===== config.mk =====
export PLATFORM = sky130hd
export DESIGN_NAME = inst_queue_flat
export DESIGN_NICKNAME = d
export VERILOG_FILES = /design/src/rtl/inst_queue_if.sv /design/src/rtl/inst_queue.sv /design/src/flat_wrapper.sv
export SDC_FILE = /design/constraint.sdc
export NUM_CORES = 1
export LEC_CHECK = 0
export BUFFER_PORTS_ARGS = -buffer_cell sky130_fd_sc_hd__buf_2
export CORE_AREA = 5 5 204 206
export CTS_CLUSTER_SIZE = 28
export DETAILED_ROUTE_END_ITERATION = 10
export DIE_AREA = 0 0 209 211
export PLACE_DENSITY = 0.55
export SYNTH_ARGS = -nofsm -noshare
export SYNTH_HDL_FRONTEND = slang
export SYNTH_SLANG_ARGS = --single-unit

===== constraint.sdc =====
create_clock -name clk -period 5.7 [get_ports clk]
set_input_delay 1.14 -clock clk [delete_from_list [all_inputs] [get_ports clk]]
set_output_delay 1.14 -clock clk [all_outputs]
set_load 0.01 [all_outputs]

===== src/rtl/inst_queue_if.sv =====
// inst_queue_if: fetch-side write, scheduler-side issue and lookahead signals of the instruction queue
interface inst_queue_if #(
  parameter int PTR_W = 3
);
  logic             wr_en;
  logic [31:0]      wr_inst;
  logic             full;
  logic             empty;
  logic             issue_en;
  logic             sel_inst;
  logic [31:0]      issue_inst;
  logic             issue_valid;
  logic [PTR_W-1:0] read;
  logic [5:0]       opcode;
  logic [4:0]       rd1_q;
  logic [4:0]       rd2_q;
  logic [4:0]       rs_next_q;
  logic [4:0]       rt_next_q;
  modport master (
    output wr_en, wr_inst, issue_en, sel_inst,
    input  full, empty, issue_inst, issue_valid, read, opcode, rd1_q, rd2_q, rs_next_q, rt_next_q
  );
  modport slave (
    input  wr_en, wr_inst, issue_en, sel_inst,
    output full, empty, issue_inst, issue_valid, read, opcode, rd1_q, rd2_q, rs_next_q, rt_next_q
  );
endinterface


===== src/rtl/inst_queue.sv =====
// inst_queue: circular instruction queue with head/next lookahead decode and one-slot reorder issue
module inst_queue #(
  parameter int DEPTH = 8,
  parameter int PTR_W = 3
) (
  input logic        clk,
  input logic        reset,
  inst_queue_if.slave q
);
  logic [31:0]      mem [DEPTH];
  logic [PTR_W-1:0] head, tail, nxt;
  logic [PTR_W:0]   count, occ;
  logic             skip, has1, has2, do_write, do_issue, reorder;
  logic [31:0]      hd_inst, nx_inst;
  function automatic logic [4:0] dest(input logic [31:0] i);
    return i[31:26] == 6'd0 ? i[15:11] : i[20:16];
  endfunction
  always_comb begin
    occ         = count + (PTR_W+1)'(skip);
    nxt         = skip ? head + PTR_W'(2) : head + PTR_W'(1);
    has1        = count != '0;
    has2        = count >= (PTR_W+1)'(2);
    hd_inst     = has1 ? mem[head] : 32'd0;
    nx_inst     = has2 ? mem[nxt] : 32'd0;
    q.full      = occ == (PTR_W+1)'(DEPTH);
    q.empty     = !has1;
    q.read      = head;
    q.opcode    = hd_inst[31:26];
    q.rd1_q     = dest(hd_inst);
    q.rd2_q     = dest(nx_inst);
    q.rs_next_q = nx_inst[25:21];
    q.rt_next_q = nx_inst[20:16];
    do_write    = q.wr_en && !q.full;
    do_issue    = q.issue_en && has1;
    reorder     = !skip && q.sel_inst && has2;
  end
  always_ff @(posedge clk)
    if (do_write) mem[tail] <= q.wr_inst;
  always_ff @(posedge clk) begin
    if (reset) begin
      head          <= '0;
      tail          <= '0;
      count         <= '0;
      skip          <= 1'b0;
      q.issue_valid <= 1'b0;
      q.issue_inst  <= 32'd0;
    end else begin
      q.issue_valid <= do_issue;
      count         <= count + (PTR_W+1)'(do_write) - (PTR_W+1)'(do_issue);
      if (do_write) tail <= tail + PTR_W'(1);
      if (do_issue) begin
        q.issue_inst <= reorder ? mem[nxt] : mem[head];
        head         <= skip ? head + PTR_W'(2) : reorder ? head : head + PTR_W'(1);
        skip         <= reorder;
      end
    end
  end
endmodule


===== src/flat_wrapper.sv =====
// flat-port wrapper written by rule: the top's interface ports become plain ports
module inst_queue_flat 
#(
  parameter int DEPTH = 8,
  parameter int PTR_W = 3
)
  (clk, reset, q_wr_en, q_wr_inst, q_issue_en, q_sel_inst, q_full, q_empty, q_issue_inst, q_issue_valid, q_read, q_opcode, q_rd1_q, q_rd2_q, q_rs_next_q, q_rt_next_q);
  inst_queue_if #(.PTR_W(PTR_W)) q_i ();
  input logic clk;
  input logic reset;
  input wire logic [$bits(q_i.wr_en)-1:0] q_wr_en;
  input wire logic [$bits(q_i.wr_inst)-1:0] q_wr_inst;
  input wire logic [$bits(q_i.issue_en)-1:0] q_issue_en;
  input wire logic [$bits(q_i.sel_inst)-1:0] q_sel_inst;
  output wire logic [$bits(q_i.full)-1:0] q_full;
  output wire logic [$bits(q_i.empty)-1:0] q_empty;
  output wire logic [$bits(q_i.issue_inst)-1:0] q_issue_inst;
  output wire logic [$bits(q_i.issue_valid)-1:0] q_issue_valid;
  output wire logic [$bits(q_i.read)-1:0] q_read;
  output wire logic [$bits(q_i.opcode)-1:0] q_opcode;
  output wire logic [$bits(q_i.rd1_q)-1:0] q_rd1_q;
  output wire logic [$bits(q_i.rd2_q)-1:0] q_rd2_q;
  output wire logic [$bits(q_i.rs_next_q)-1:0] q_rs_next_q;
  output wire logic [$bits(q_i.rt_next_q)-1:0] q_rt_next_q;
  assign q_i.wr_en = q_wr_en;
  assign q_i.wr_inst = q_wr_inst;
  assign q_i.issue_en = q_issue_en;
  assign q_i.sel_inst = q_sel_inst;
  assign q_full = q_i.full;
  assign q_empty = q_i.empty;
  assign q_issue_inst = q_i.issue_inst;
  assign q_issue_valid = q_i.issue_valid;
  assign q_read = q_i.read;
  assign q_opcode = q_i.opcode;
  assign q_rd1_q = q_i.rd1_q;
  assign q_rd2_q = q_i.rd2_q;
  assign q_rs_next_q = q_i.rs_next_q;
  assign q_rt_next_q = q_i.rt_next_q;
  inst_queue #(.DEPTH(DEPTH), .PTR_W(PTR_W)) u_core (.clk(clk), .reset(reset), .q(q_i));
endmodule

## Yosys cells after proc, flatten, opt, wreduce, memory -nomap -nowiden

Memories as Yosys holds them, arrays and structs flattened. A register that Yosys moved wholly into a read port is not among the register bits.
Index checks and enable logic that the tools add are counted.

- Flip-flop bits (word level): 44
- RAM bits: 256
- Bits of input ports: 37
- Output and inout bits: 64
- Memories kept: 1

Memories:

| memory | depth | width | read ports | clocked after Yosys merged registers in | write ports | RTL line | text |
|---|---|---|---|---|---|---|---|
| u_core.mem | 8 | 32 | 2 | 1 | 1 | inst_queue.sv:10 | `logic [31:0] mem [DEPTH];` |

- Add/subtract/negate cells: 6
- Magnitude comparators: 1
- Equality and inequality tests: 2
- Mux-type cells: 12
- Reductions and logical operators: 11

Operators by type and width:

| kind | count |
|---|---|
| $mux 32 | 3 |
| $mux 3 | 5 |
| $logic_not 6->1 | 2 |
| $mux 5 | 2 |
| $add 4x1->4 | 2 |
| $add 3x1->3 const B | 2 |
| $eq 4x4->1 const B | 1 |
| $ge 4x2->1 const B | 1 |
| $logic_and 1x1->1 | 4 |
| $reduce_bool 4->1 | 1 |
| $sub 4x1->4 | 1 |
| $add 3x2->3 const B | 1 |
| $logic_not 1->1 | 3 |
| $mux 1 | 2 |
| $ne 2x1->1 const B | 1 |
| $reduce_and 2->1 | 1 |

## Logic depth before layout (Yosys ltp)

- Depth in word-level cells: 7
- Mapped depth: 14

## Worst setup path after synthesis

OpenSTA, ideal clock, no wires.

- Kind: input to register
- Start: in q_wr_en
- End: mem u_core.mem[2][0], enable pin
- Library setup time: 0.513 ns
- Data arrival time: 4.637 ns
- Data required time: 5.187 ns
- Path slack: 0.550 ns
- Stages: 2
- Buffers on the path: 0
- Cells stage by stage: nand2_1 nor4b_1

- Longest elaborated chain between the ends: 3

Ends and longest elaborated chain:

| what | RTL line | text |
|---|---|---|
| start, declared | flat_wrapper.sv:11 | `input wire logic [$bits(q_i.wr_en)-1:0] q_wr_en;` |
| $logic_and 1x1->1 | inst_queue.sv:33 | `do_write = q.wr_en && !q.full;` |
| $mux 1 | inst_queue.sv:38 | `if (do_write) mem[tail] <= q.wr_inst;` |
| $mux 1 (implied by the code) | inst_queue.sv:38 |  |
| end, declared | inst_queue.sv:10 |  |

No other way between the ends.

## Worst setup path after layout

- Start: reg u_core.head[0] (netlist: u_core.q.read[0])
- End: out q_rd2_q[1]

- Longest elaborated chain between the ends: 6

Ends and longest elaborated chain:

| what | RTL line | text |
|---|---|---|
| start, declared | inst_queue.sv:11 | `logic [PTR_W-1:0] head, tail, nxt;` |
| start signal, assigned | inst_queue.sv:53 | `head <= skip ? head + PTR_W'(2) : reorder ? head : head + PTR_W'(1);` |
| $add 3x1->3 / $add 3x2->3 (equally long branches) | inst_queue.sv:20 | `nxt = skip ? head + PTR_W'(2) : head + PTR_W'(1);` |
| $mux 3 * | inst_queue.sv:20 |  |
| $mem_v2 8x32 * | n/a |  |
| $mux 32 * | inst_queue.sv:24 | `nx_inst = has2 ? mem[nxt] : 32'd0;` |
| $logic_not 6->1 | inst_queue.sv:16 | `return i[31:26] == 6'd0 ? i[15:11] : i[20:16];` |
| $mux 5 * | inst_queue.sv:16 |  |
| end, declared | flat_wrapper.sv:22 | `output wire logic [$bits(q_i.rd2_q)-1:0] q_rd2_q;` |

Mark *: on every way between the ends. The rest lies on a longest branch, timed or not.

==> flow_summary.ini <==
[sta]
finalWorstSetupSlack_ps = 690
skew_ps = 20.9
fin_crit_sh = 0.879
setup_violations = 0
fmaxAchievable_mhz = 200
worstMarginPinSlew_ps = 948
hold_viol_final = 0
maxSlewHeadroom = 0.366
fin_tns_setup_ps = 0
rsz0062_at_grt = no
drv_slew = 0
post-route-min-period_ps = 5010

[clocking]
holdBufCountCts = 0
tritoncts = yes
cts_root_buf = clkbuf_16
cts_sinks = 303
clockBufferDepth = 3
cts-buffers-inserted = 35
post-cts-setup-buffers = 0
clk_latency_ps = 520
postCtsResizedCells = 0
ctsHtreeMaxLevel = 2
clk_pin_slew_worst_paths_ps = 60

[pwr]
p_total_mw = 8.42
netSwitchingPower_mw = 2.81
clkPwrFrac = 0.257
p_sw_frac = 0.333
cellPowerDensity_nw_per_um2 = 494
power.share.sequential = 0.348
power_frac_comb = 0.396
peakVddDrop_uv = 263
p_leak_nw = 5.53
p_int_mw = 5.62

[detailed_routing]
first_pass_iters = 7
antenna_left = 0
vias = 8437
dr.first_iter.drc_count = 788
wirelength_um = 38100
wl_per_cell_um = 26.1
viasPerCell = 5.77
drcViolationCount = 0

[global_route]
grt_pass1_wl_um = 56600
grt_pass1_vias = 8766
grt_antenna_before_repair = 5
grt_max_degree = 56
grt-ovfl-total = 0
grtUsageTotal = 0.171

[final_layout]
nNetsFinal = 961
layout_common_cells = edfxtp_1 (256), mux4_2 (172), buf_2 (100)
drive_gt1_frac = 0.435
syn_to_final_growth_pct = 15.3
n_antenna_cell = 0
final_common_cell = edfxtp_1

[floorplanning]
start_util = 0.375
die_area_sq_um = 44100
io_pins = 101
die_x_um = 209
design.core.area_sq_um = 39500
die_y_um = 211
rows = 73

[synth]
ys_seq_area_frac = 0.584
synth_area_leaders = edfxtp_1 (52%), mux4_2 (26%), dfxtp_1 (6.4%)
syn_nets = 855
syn_area_per_cell_sq_um = 18.3
ys_ff_latch = 303
yosysWarningCount = 0
ys_async_sr_fraction = 0
syn_area_sq_um = 14800
synth_edf_count = 256
synth_cells = 807
synth_top_area_cell = edfxtp_1
ys_types = 43
synth_top_area_frac = 0.520
synth_flop_cell = edfxtp_1

[job]
drv_cap = 0

[critical_path]
slowest_stage = ha_2
crit_path_max_incr_delay_ps = 610
worstSetupStartpointType = register
cp.required_ps = 4560
crit_arrival_ps = 3870
path_common_cell = mux2i_1
worstSetupPathType = register to output port
crit_path_end_kind = output port
path_max_fanout = 22
cp_cell_sequence = ha_2 -> buf_4 -> mux4_2 -> mux2i_1 -> mux2i_1 -> nor4_2 -> nand3_1 -> a21oi_1 -> buf_2

[run_status]
status = finished, final reports clean

[worst_hold_path]
hp-class = register to register

[placement]
routabilityCongestion = 0.758
hpwl_um = 24100
io_buffers = 100
pre_cts_slack_ps = 1150
## critical path, delay by kind of cell (launching register included)
kind                       cells  cell delay [ps]
adders and majority gates      1              610
DFF                            1              410
buffers and inverters          2              650
and+or+nand+nor                2              640
AOI/OAI and AO/OA              1              180
muxes                          3              830
## logic make-up (layout without fill, tap and decap cells)
kind of cell / after synthesis / after routing / synth area share
simple gates: 118 / 118 / 0.0360
mux: 237 / 237 / 0.311
fa+ha+maj: 11 / 11 / 0.00982
flops: 303 / 303 / 0.584
xor+xnor: 8 / 8 / 0.00652
compound gates: 56 / 56 / 0.0294
buf+inv: 74 / 204 / 0.0242
## routing by layer
layer	vias up	share of wire	GRT usage
met1	4464	0.41	0.228
met2	279	0.50	0.288
met4	10	0.019	0.0423
li1	3623	-	-
met3	61	0.066	0.0365
met5	-	0.0018	0
## state kept, by name, summed over array words and instances (netlist names), named ones only
register	cells
u_core.q.issue_valid	1
u_core.skip	1
u_core.mem	256
u_core.tail	3
u_core.q.issue_inst	32
u_core.count	4
u_core.q.read	3
## layout make-up
| class | count | area (sq um) |
|---|---|---|
| flip-flops and latches | 303 | 8640 |
| inverters | 11 | 41.3 |
| fillers | 3520 | 22400 |
| well taps | 525 | 657 |
| multi-input cells | 430 | 5870 |
| repair buffers | 132 | 741 |
| clock inverters | 13 | 155 |
| clock buffers | 48 | 935 |
## power by group through the flow
stage / clock network [mW] / registers, mW / logic, mW
finish: 2.16 / 2.93 / 3.33
global route: 2.30 / 2.97 / 3.61
CTS: 2.21 / 2.94 / 3.39
detailed placement: 0 / 2.98 / 3.38
global placement: 0 / 2.97 / 3.36
floorplan: 0 / 2.83 / 2.52
## final timing paths
path / start / endpoint / slack (ps) / cells past startpoint
setup / recovery: u_core.q.read[0] / q_rd2_q[1] / 690 / 9
hold / removal: u_core.q.issue_inst[29] / u_core.q.issue_inst[29] / 480 / 2
setup reg to reg: u_core.skip / u_core.mem[6][20] / 1750 / 9
hold reg to reg: u_core.q.issue_inst[29] / u_core.q.issue_inst[29] / 480 / 2
## metrics by stage
step | util | hold WS [ps] | instances | cell area (sq um)
global placement | 0.404 | 468 | 1401 | 16000
floorplan | - | 502 | 807 | 14800
finish | 0.432 | 482 | 1462 | 17000
detailed placement | 0.404 | 478 | 1401 | 16000
CTS | 0.432 | 486 | 1462 | 17000
global route | 0.432 | 519 | 1462 | 17000
## cell usage after synthesis (2+ instances only)
library cell	n
a211oi_1	4
mux2_2	33
nor3_1	5
mux2i_4	2
edfxtp_1	256
nand2_1	15
a221oi_1	10
buf_1	3
buf_2	22
o21ai_1	5
or3_1	2
nor2b_1	4
and2_1	6
xor2_1	3
nand3_1	5
clkbuf_1	28
dfxtp_1	47
o21ai_0	2
buf_6	4
mux4_2	172
buf_4	6
a21oi_1	13
inv_1	11
xnor2_1	3
ha_1	10
nor3b_1	3
a222oi_1	19
mux2i_1	30
nor2_1	70
Power figures use the tool's default switching activity.
